$ cat src/rtl/quick_spi_target.sv
// quick_spi_target: SPI target (SCLK idles high, shift on fall, sample on rise, MSB first) with ready/valid TX/RX streams
module quick_spi_target #(
    parameter int MAX_DATA_LENGTH = 16,
    parameter int SYNC_STAGES = 2,
    parameter logic [MAX_DATA_LENGTH-1:0] IDLE_TX_WORD = '0
) (
    input  logic                               clk_i,
    input  logic                               rst_n_i,
    input  logic                               txdata_valid_i,
    output logic                               txdata_ready_o,
    input  logic [MAX_DATA_LENGTH-1:0]         txdata_i,
    output logic                               rxdata_valid_o,
    input  logic                               rxdata_ready_i,
    output logic [MAX_DATA_LENGTH-1:0]         rxdata_o,
    output logic [$clog2(MAX_DATA_LENGTH+1)-1:0] rxdata_len_o,
    output logic                               rx_overflow_o,
    output logic                               tx_underrun_o,
    input  logic                               sclk_i,
    input  logic                               cs_n_i,
    input  logic                               sdata_i,
    output logic                               sdata_o,
    output logic                               sdata_oe_o
);
    localparam int LW = $clog2(MAX_DATA_LENGTH+1);

    typedef enum logic {IDLE, ACTIVE} state_t;

    state_t                     r_state, w_state_next;
    logic [SYNC_STAGES-1:0]     r_sclk_sync, r_cs_sync, r_sd_sync;
    logic                       r_sclk_q, r_cs_q;
    logic [MAX_DATA_LENGTH-1:0] r_tx_hold, r_tx_shift, r_rx_shift, r_rx_data;
    logic                       r_tx_full, r_armed, r_oe, r_rx_valid, r_overflow, r_underrun;
    logic [LW-1:0]              r_count, r_rx_len;
    logic                       w_sclk, w_cs, w_sdata;
    logic                       w_sclk_rise, w_sclk_fall, w_cs_fall, w_cs_rise;
    logic                       w_active, w_post;
    logic [MAX_DATA_LENGTH-1:0] w_rx_next;
    logic [LW-1:0]              w_cnt_next;

    assign w_sclk      = r_sclk_sync[SYNC_STAGES-1];
    assign w_cs        = r_cs_sync[SYNC_STAGES-1];
    assign w_sdata     = r_sd_sync[SYNC_STAGES-1];
    assign w_sclk_rise = w_sclk & ~r_sclk_q;
    assign w_sclk_fall = ~w_sclk & r_sclk_q;
    assign w_cs_fall   = ~w_cs & r_cs_q;
    assign w_cs_rise   = w_cs & ~r_cs_q;
    assign w_active    = (r_state == ACTIVE);
    // A rise coinciding with CS rise must be folded into the posted result
    assign w_rx_next   = (w_active && w_sclk_rise) ? {r_rx_shift[MAX_DATA_LENGTH-2:0], w_sdata} : r_rx_shift;
    assign w_cnt_next  = (w_active && w_sclk_rise && r_count != LW'(MAX_DATA_LENGTH)) ? r_count + 1'b1 : r_count;
    assign w_post      = w_active && w_cs_rise && (w_cnt_next != '0);

    assign txdata_ready_o = ~r_tx_full;
    assign rxdata_valid_o = r_rx_valid;
    assign rxdata_o       = r_rx_data;
    assign rxdata_len_o   = r_rx_len;
    assign rx_overflow_o  = r_overflow;
    assign tx_underrun_o  = r_underrun;
    assign sdata_oe_o     = r_oe;
    assign sdata_o        = r_oe & r_tx_shift[MAX_DATA_LENGTH-1];

    // Synchronize SPI pins into clk_i and keep previous values for edge detection
    always_ff @(posedge clk_i or negedge rst_n_i) begin
        if (!rst_n_i) begin
            r_sclk_sync <= '1;
            r_cs_sync   <= '1;
            r_sd_sync   <= '0;
            r_sclk_q    <= 1'b1;
            r_cs_q      <= 1'b1;
        end else begin
            r_sclk_sync <= {r_sclk_sync[SYNC_STAGES-2:0], sclk_i};
            r_cs_sync   <= {r_cs_sync[SYNC_STAGES-2:0], cs_n_i};
            r_sd_sync   <= {r_sd_sync[SYNC_STAGES-2:0], sdata_i};
            r_sclk_q    <= w_sclk;
            r_cs_q      <= w_cs;
        end
    end

    // State register
    always_ff @(posedge clk_i or negedge rst_n_i) begin
        if (!rst_n_i) r_state <= IDLE;
        else          r_state <= w_state_next;
    end

    // Next state: CS fall selects, CS rise deselects
    always_comb begin
        w_state_next = r_state;
        if (r_state == IDLE && w_cs_fall) w_state_next = ACTIVE;
        if (r_state == ACTIVE && w_cs_rise) w_state_next = IDLE;
    end

    // TX holding/shift registers and RX shift/count while selected
    always_ff @(posedge clk_i or negedge rst_n_i) begin
        if (!rst_n_i) begin
            r_tx_hold  <= '0;
            r_tx_full  <= 1'b0;
            r_tx_shift <= '0;
            r_rx_shift <= '0;
            r_count    <= '0;
            r_armed    <= 1'b0;
            r_oe       <= 1'b0;
            r_underrun <= 1'b0;
        end else begin
            r_underrun <= 1'b0;
            if (!w_active && w_cs_fall) begin
                r_tx_shift <= r_tx_full ? r_tx_hold : IDLE_TX_WORD;
                r_underrun <= ~r_tx_full;
                r_tx_full  <= 1'b0;
                r_count    <= '0;
                r_armed    <= 1'b0;
                r_oe       <= 1'b1;
            end
            if (txdata_valid_i && !r_tx_full) begin
                r_tx_hold <= txdata_i;
                r_tx_full <= 1'b1;
            end
            if (w_active) begin
                r_rx_shift <= w_rx_next;
                r_count    <= w_cnt_next;
                if (w_sclk_rise) r_armed <= 1'b1;
                if (w_sclk_fall && r_armed) r_tx_shift <= {r_tx_shift[MAX_DATA_LENGTH-2:0], 1'b0};
                if (w_cs_rise) begin
                    r_oe    <= 1'b0;
                    r_armed <= 1'b0;
                end
            end
        end
    end

    // RX output register: post on CS rise, drop and flag if the old result is still pending
    always_ff @(posedge clk_i or negedge rst_n_i) begin
        if (!rst_n_i) begin
            r_rx_data  <= '0;
            r_rx_len   <= '0;
            r_rx_valid <= 1'b0;
            r_overflow <= 1'b0;
        end else begin
            r_overflow <= 1'b0;
            if (w_post) begin
                if (r_rx_valid && !rxdata_ready_i) begin
                    r_overflow <= 1'b1;
                end else begin
                    r_rx_data  <= w_rx_next;
                    r_rx_len   <= w_cnt_next;
                    r_rx_valid <= 1'b1;
                end
            end else if (r_rx_valid && rxdata_ready_i) begin
                r_rx_valid <= 1'b0;
            end
        end
    end
endmodule

$ cat config.mk
export PLATFORM = sky130hd
export DESIGN_NAME = quick_spi_target
export DESIGN_NICKNAME = d
export VERILOG_FILES = /design/src/rtl/quick_spi_target.sv
export SDC_FILE = /design/constraint.sdc
export NUM_CORES = 1
export LEC_CHECK = 0
export BUFFER_PORTS_ARGS = -buffer_cell sky130_fd_sc_hd__clkbuf_2
export CORE_ASPECT_RATIO = 0.9
export CORE_UTILIZATION = 55
export DETAILED_ROUTE_END_ITERATION = 12
export GPL_ROUTABILITY_DRIVEN = 0
export GPL_TIMING_DRIVEN = 0
export HOLD_SLACK_MARGIN = 0.06
export PLACE_DENSITY = 0.76
export SLEW_MARGIN = 20
export SYNTH_ARGS = -nofsm -noshare
export SYNTH_HDL_FRONTEND = slang
export SYNTH_SLANG_ARGS = --single-unit
$ cat constraint.sdc
create_clock -name clk_i -period 2.9 [get_ports clk_i]
set_clock_uncertainty 0.05 [all_clocks]
set_input_delay 0.29 -clock clk_i [delete_from_list [all_inputs] [get_ports clk_i]]
set_output_delay 0.29 -clock clk_i [all_outputs]
set_load 0.01 [all_outputs]
Word-level counts from Yosys, hierarchy flattened
Index checks and enable logic that the tools add are counted.
- equal/unequal tests: 2
- multiplexer cells: 25
- reductions and logical operators: 20
- bitwise logic cells: 12
- add/subtract/negate cells: 1
- operators with widths (operator ; number):
    16-bit two-way mux ; 5
    1-bit two-way mux ; 17
    5-bit two-way mux ; 3
    1-bit logical AND ; 10
    2-bit nonzero test ; 4
    1-bit inverter ; 7
    5-bit by 1-bit adder with 5-bit output, second input constant ; 1
    1-bit AND ; 5
    5-bit != test, second input constant ; 1
    5-bit nonzero test ; 1
    2-bit AND reduction ; 2
    1-bit logical NOT ; 3
    2-bit != test, second input constant ; 1
- bits in registers: 89
- bits of input ports: 23
- logic and storage cells: 78

Depth between registers and ports, before layout
Gate-level depths: netlist (run 1).
- depth in word-level cells: 9
- gate-level depth with buffers: 7
- gate-level depth less buffers: 6

Least setup slack after synthesis (run 1)
Ideal clock, no wire load.
- path kind: register to register
- from: reg r_count[0]
- to: reg r_rx_data[0], in the netlist rxdata_o[0]
- data arrival time: 1.642 ns
- stages on the path, launching flop included: 8
- path slack: 1.074 ns
- cells stage by stage: dfrtp_1 -> inv_1 -> ha_1 -> nand4bb_1 -> a2111oi_2 -> a211o_1 -> buf_6 -> a22oi_1
- cells in the longest elaborated chain, start to end: 6
- elaborated cells between the ends (all ways): 7
- classes of those cells: add/sub: 1; eq/ne: 1; mux: 1; reduce/logical: 4
- ends and longest elaborated chain (element ; RTL line ; RTL):
    start, declared ; 33 ; logic [LW-1:0] r_count, r_rx_len;
    start signal, assigned ; 119 ; r_count <= w_cnt_next;
    parallel branches: the longest is 2 deep, another holds 5-bit by 1-bit adder with 5-bit output ; n/a ;
    5-bit two-way mux * ; 50 ; assign w_cnt_next = (w_active && w_sclk_rise && r_count != LW'(MAX_DATA_LENGTH)) ? r_count + 1'b1 : r_count;
    5-bit nonzero test * ; 51 ; assign w_post = w_active && w_cs_rise && (w_cnt_next != '0);
    1-bit logical AND * ; 51 ;
    2-bit AND reduction (no source line) * ; n/a ;
    end signal, assigned ; 143 ; r_rx_data <= w_rx_next;
    end, declared ; 31 ; logic [MAX_DATA_LENGTH-1:0] r_tx_hold, r_tx_shift, r_rx_shift, r_rx_data;
Mark *: on every way between the ends.
A chain may end at the register's enable or synchronous reset.

Final worst setup path (run 1)
- from: reg r_count[0]
- to: reg r_rx_data[4], in the netlist rxdata_o[4]
The elaborated chain is that of the path after synthesis.

==> out/qor.csv, run 1 <==
stage,metric,value,unit
drt,dr_total_vias,2920,
timing,setup_viol,0,
power,leakagePower,2.10,nW
flow_run,max_cap_violations,0,
yosys,synthCells,348,
placement,dp_slack,843,ps
timing,fmax,471,MHz
timing,worst_pin_slew,700,ps
grt,use_met1,0.310,
drt,wirelength,8030,um
critical_path,worstPathRequired,3080,ps
hold_path,holdPathEnd,r_tx_hold[10],
cells_and_area,fin_nets,437,
drt,drtIter0Drc,201,
grt,grt_util_met3,0.0504,
placement,io_buffers,49,
floorplan,core_area,6760,um2
yosys,async_flop_share,1.00,
timing,fin_setup_tns,0,ps
timing,worst_slack,777,ps
cells_and_area,final_cell_mix,"dfrtp_1, clkbuf_2, a31oi_1",
timing,rsz0062_at_grt,no,
timing,slew_headroom,0.533,
power,power_density,885,nW/um2
critical_path,crit_fanout,10,
yosys,syn_nets,373,
yosys,avgSynthCellArea,11.3,um2
timing,post-route-min-period,2120,ps
clocking,cts-buffers-inserted,9,
yosys,synth_ff_type,dfrtp_1,
floorplan,die_area,7500,um2
critical_path,path_cells,inv_1 -> ha_1 -> nand4bb_1 -> nand2_1 -> o221ai_2 -> buf_2 -> a22oi_1,
critical_path,r2r-start,r_count[0],
yosys,yosysSeqAreaShare,0.568,
floorplan,die-width,91.2,um
hold_path,holdCritStartpoint,txdata_i[10],
critical_path,path_class,reg2reg,
yosys,yosys_warnings,0,
yosys,synth_area,3940,um2
grt,grt_antenna_before_repair,0,
grt,met2_usage,0.368,
clocking,insertion_delay,360,ps
hold_path,whs_path_depth,2,
clocking,cts_sinks,89,
floorplan,die_y,82.2,um
yosys,yosysUniqueCellTypes,47,
grt,gr-total-overflow,0,
grt,first_global_vias,2817,
run_status,status,finished clean,
grt,grt.busiest_layer,met2,
critical_path,worstReg2RegEnd,rxdata_o[4],
critical_path,cp_slowest_cell,dfrtp_1,
floorplan,start_util,0.582,
cells_and_area,area_growth,15.2,%
clocking,cts_buffer_depth,2,
drt,drt-pass1-iter-count,4,
floorplan,io_pins,50,
yosys,synth_edf_count,0,
drt,antenna_left,0,
critical_path,arrival,2310,ps
critical_path,cp-start-kind,flop,
clocking,tritoncts,done,
cells_and_area,multiInputGateArea,1520,um2
critical_path,reg2reg_depth,7,
clocking,post_cts_resized,0,
grt,grt_pass1_wl,13200,um
floorplan,rows,28,
power,vdd_drop_max,0.000535,V
cells_and_area,n_antenna_cell,0,
clocking,cts_root_buf,clkbuf_8,
drt,vias_per_cell,5.76,
grt,grt_max_degree,90,
placement,dpl.hpwl,5310,um
drt,drc,0,
hold_path,hold_class,in2reg,
timing,finalCritPeriodShare,0.732,
cells_and_area,final-seq-area,2230,um2
clocking,h-tree-depth,3,
critical_path,critPathMaxStageDelay,510,ps
cells_and_area,final_common_cell,dfrtp_1,
clocking,clk_pin_slew,80,ps
grt,grt_usage,0.229,
timing,hold_viol_final,0,
drt,wl_per_cell,15.8,um
critical_path,critPathCaptureType,flop,
timing,slew_violations,0,
cells_and_area,num-fill-cells,529,
yosys,synth_seq_cells,89,
cells_and_area,layout-drive-gt1-share,0.305,
critical_path,r2r_slack,780,ps
## synthesized netlist by cell type, types with 3 or more instances
library cell,instances,area share
a21oi_1,3,0.0038
a22oi_1,14,0.027
a22oi_2,6,0.019
a31oi_1,36,0.057
buf_2,7,0.0089
buf_6,5,0.014
clkbuf_1,15,0.014
dfrtp_1,83,0.53
dfstp_2,6,0.040
inv_1,5,0.0048
mux2_2,32,0.092
nand2_1,29,0.028
nand3_1,19,0.024
nor2_1,35,0.033
nor3_1,5,0.0064
o21ai_0,7,0.0089
## registers in the layout (all words and copies together) (netlist names), 2 cells and up
signal / flops
rxdata_o: 16
r_tx_hold: 16
r_cs_sync: 2
rxdata_len_o: 5
r_sclk_sync: 2
r_count: 5
r_sd_sync: 2
r_rx_shift: 16
r_tx_shift: 16
## what timing repair did
action                                  CTS  global route
hold buffers                              4             0
buffers inserted                          0             0
hold endpoints to repair                 86             0
endpoints found under the setup margin    0             0
## critical path: cells and delay by family, from the launching register on
kind	cells	cell delay, ps
flip-flops	1	510
buffers and inverters	2	440
AND/OR/NAND/NOR	2	310
AO/OA/AOI/OAI	2	450
adder cells (fa/ha/maj)	1	240
## kinds of logic after synthesis
family,Yosys count,share of synthesized area
AO/OA/AOI/OAI,79,0.148
XOR/XNOR,2,0.00445
adder cells (fa/ha/maj),2,0.00636
buffers and inverters,34,0.0461
flip-flops,89,0.568
multiplexers,33,0.0941
AND/OR/NAND/NOR,109,0.133
## worst max path at each step
stage	slack [ps]	to	start
2_1_floorplan	1070	rxdata_o[0]	r_count[0]
3_3_place_gp	490	r_tx_hold[4]	rst_n_i
3_5_place_dp	840	rxdata_o[1]	r_count[0]
4_1_cts	820	rxdata_o[4]	r_count[0]
5_1_grt	630	rxdata_o[3]	r_count[0]
6_report	780	rxdata_o[4]	r_count[0]
## layer usage
metal | wire, um | vias to the layer above
li1 | - | 1383
met4 | 111 | 0
met1 | 3920 | 1461
met5 | 0 | -
met2 | 3680 | 64
met3 | 321 | 12
## final cells by class
class                      instances  area share
timing repair buffer              53      0.0649
sequential                        89       0.493
multi-input combinational        225       0.335
clock buffer                      13      0.0328
clock inverter                     3     0.00938
inverter                           5     0.00414
tap                               90      0.0248
buffer                            29      0.0359
## power breakdown
| part | internal (W) | switching, W | leakage, nW |
|---|---|---|---|
| Clock | 0.000422 | 0.000424 | 0.0936 |
| Sequential | 0.00171 | 0.000271 | 1.08 |
| Combinational | 0.000567 | 0.000622 | 0.923 |
## stage by stage
stage	instances	utilization	hold slack (ps)	total power (W)	area (um2)
after floorplan	348	-	-55.6	0.00276	3940
after global placement	487	0.635	286	0.00312	4290
after detailed placement	487	0.636	286	0.00318	4300
after CTS	507	0.670	99.4	0.00403	4530
after global routing	507	0.670	106	0.00425	4530
final	507	0.670	108	0.00401	4530
No activity file was read; power rests on OpenSTA's default activity.
==> inputs of run 2 (changes only) <==
==> constraint.sdc (replaced) <==
create_clock -name clk_i -period 1.99 [get_ports clk_i]
set_clock_uncertainty 0.05 [all_clocks]
set_input_delay 0.199 -clock clk_i [delete_from_list [all_inputs] [get_ports clk_i]]
set_output_delay 0.199 -clock clk_i [all_outputs]
set_load 0.01 [all_outputs]
==> out/qor.csv, run 2 (same netlist as run 1, synthesis figures left out) <==
stage,metric,value,unit,change
drt,antenna_left,0,,unchanged
placement,io_buffers,49,,unchanged
cells_and_area,n_antenna_cell,0,,unchanged
placement,placedCellCount,487,,unchanged
cells_and_area,final_cell_mix,"dfrtp_1, clkbuf_2, nor2_1",,"was dfrtp_1, clkbuf_2, a31oi_1"
hold_path,whs_path_depth,3,,was 2
power,power_density,1240,nW/um2,was 885 nW/um2
grt,grt_max_degree,90,,unchanged
critical_path,path_class,reg2reg,,unchanged
power,power_frac_seq,0.482,,was 0.493
clocking,cts_sinks,89,,unchanged
grt,grt_util_met3,0.0531,,was 0.0504
power,leakagePower,2.22,nW,was 2.10 nW
floorplan,core_area,6760,um2,unchanged
grt,met2_usage,0.376,,was 0.368
cells_and_area,fin_nets,460,,was 437
drt,vias_per_cell,5.73,,was 5.76
timing,slew_headroom,0.537,,was 0.533
timing,hold_viol_final,0,,unchanged
drt,wirelength,8250,um,was 8030 um
grt,gr-total-overflow,0,,unchanged
timing,slew_violations,0,,unchanged
power,switchingPower,0.00196,W,was 0.00132 W
timing,worst_pin_slew,694,ps,was 700 ps
drt,drtIter0Drc,187,,was 201
grt,first_global_vias,2890,,was 2817
power,combPwrFrac,0.312,,was 0.296
drt,wl_per_cell,15.6,um,was 15.8 um
clocking,insertion_delay,360,ps,about the same
power,p_int,0.00403,W,was 0.00270 W
floorplan,die_area,7500,um2,unchanged
timing,fmax,525,MHz,was 471 MHz
clocking,h-tree-depth,3,,unchanged
timing,post-route-min-period,1910,ps,was 2120 ps
cells_and_area,instances_no_fill,530,,was 507
grt,use_met1,0.311,,was 0.310
grt,grt_antenna_before_repair,0,,unchanged
grt,grt.busiest_layer,met2,,unchanged
timing,rsz0062_at_grt,yes,,was no
floorplan,die_y,82.2,um,unchanged
drt,drt-pass1-iter-count,4,,unchanged
drt,drc,0,,unchanged
floorplan,io_pins,50,,unchanged
power,switching_share,0.327,,was 0.328
cells_and_area,utilization,0.712,,was 0.670
hold_path,hold_class,in2reg,,unchanged
flow_run,max_cap_violations,0,,unchanged
clocking,cts_root_buf,clkbuf_8,,unchanged
floorplan,die-width,91.2,um,unchanged
timing,finalCritPeriodShare,0.958,,was 0.732
drt,dr_total_vias,3038,,was 2920
critical_path,critPathCaptureType,flop,,unchanged
clocking,cts_buffer_depth,2,,unchanged
cells_and_area,area_growth,22.4,%,was 15.2%
power,vdd_drop_max,0.000664,V,was 0.000535 V
clocking,tritoncts,done,,unchanged
floorplan,rows,28,,unchanged
grt,grt_usage,0.233,,was 0.229
critical_path,cp-start-kind,flop,,unchanged
cells_and_area,layout-drive-gt1-share,0.348,,was 0.305
power,clkPwrFrac,0.206,,was 0.211
cells_and_area,final_common_cell,dfrtp_1,,unchanged
clocking,clk_pin_slew,90,ps,was 80 ps
critical_path,arrival,2090,ps,was 2310 ps
critical_path,reg2reg_depth,7,,unchanged
timing,setup_viol,0,,unchanged
run_status,status,finished clean,,unchanged
critical_path,crit_fanout,10,,unchanged
power,power.total,0.00599,W,was 0.00401 W
critical_path,worstPathRequired,2180,ps,was 3080 ps
placement,dpl.hpwl,5310,um,unchanged
floorplan,start_util,0.582,,unchanged
grt,grt_pass1_wl,13400,um,was 13200 um
clocking,cts-buffers-inserted,9,,unchanged
==> run 2: cell types whose count changed in the layout (fill, tap and decap cells not counted), moves of 2 or more <==
| cell | delta |
|---|---|
| dfrtp_2 | +2 |
| a31oi_2 | +3 |
| clkbuf_2 | +7 |
| buf_4 | +11 |
| buf_2 | -4 |
| dlygate4sd3_1 | +16 |
| clkbuf_1 | -7 |
| dfrtp_1 | -2 |
| a31oi_1 | -4 |
==> run 2: repair_timing <==
action / in CTS / in global routing
setup endpoints to repair: 21 / 30
hold buffers: 20 / 0
pin swaps: 1 / 2
gates resized for setup: 5 / 26
setup buffers: 2 / 5
endpoints found under the hold margin: 102 / 0
==> run 2: layout make-up <==
| cell class | instances | area, um2 |
|---|---|---|
| plain buffers | 29 | 181 |
| clock buffers | 13 | 149 |
| clock inverters | 3 | 42.5 |
| fillers | 491 | 1940 |
| inverters | 5 | 18.8 |
| multi-input cells | 225 | 1570 |
| flip-flops and latches | 89 | 2240 |
| well taps | 90 | 113 |
| repair buffers | 76 | 507 |
==> run 2: per-layer routing <==
| metal | wire [um] | share of wire | vias to the layer above |
|---|---|---|---|
| met5 | 0 | 0 | - |
| met4 | 120 | 0.015 | 0 |
| met3 | 381 | 0.046 | 13 |
| met2 | 3850 | 0.47 | 87 |
| met1 | 3900 | 0.47 | 1507 |
| li1 | - | - | 1431 |
==> run 2: final timing paths <==
kind                                 from              end  slack [ps]
setup / recovery               r_count[1]      rxdata_o[1]          80
hold reg to reg              r_sd_sync[0]     r_sd_sync[1]         300
hold / removal             rxdata_ready_i    rx_overflow_o         100
max in group asynchronous         rst_n_i  rxdata_len_o[0]        1000
setup reg to reg               r_count[1]      rxdata_o[1]          80
min in group asynchronous         rst_n_i     rxdata_o[15]         360
==> run 2: metrics by stage <==
step | setup TNS [ps] | hold slack, ps | instance area [um2] | worst slack (ps)
6_report | 0 | 97.6 | 4820 | 84.3
3_5_place_dp | -981 | 239 | 4300 | -67.2
4_1_cts | 0 | 99.3 | 4720 | 9.91
2_1_floorplan | 0 | -147 | 3940 | 164
5_1_grt | -90.8 | 133 | 4820 | -18.6
3_3_place_gp | -27490 | 237 | 4290 | -327
==> run 2: power by group through the flow <==
stage / sequential [W] / clock (W) / combinational [W]
6_report: 0.00289 / 0.00123 / 0.00187
5_1_grt: 0.00297 / 0.00131 / 0.00205
4_1_cts: 0.00288 / 0.00126 / 0.00178
3_5_place_dp: 0.00291 / 0 / 0.00173
3_3_place_gp: 0.00288 / 0 / 0.00166
2_1_floorplan: 0.00292 / 0 / 0.00111
==> run 2: worst max-delay path, cell delays in order (launching register included) <==
cell and delay [ps]:
dfrtp_2 460, inv_1 100, ha_1 170, nand4bb_1 190, a2111oi_2 330, a211o_1 220, buf_6 170, a22oi_1 80
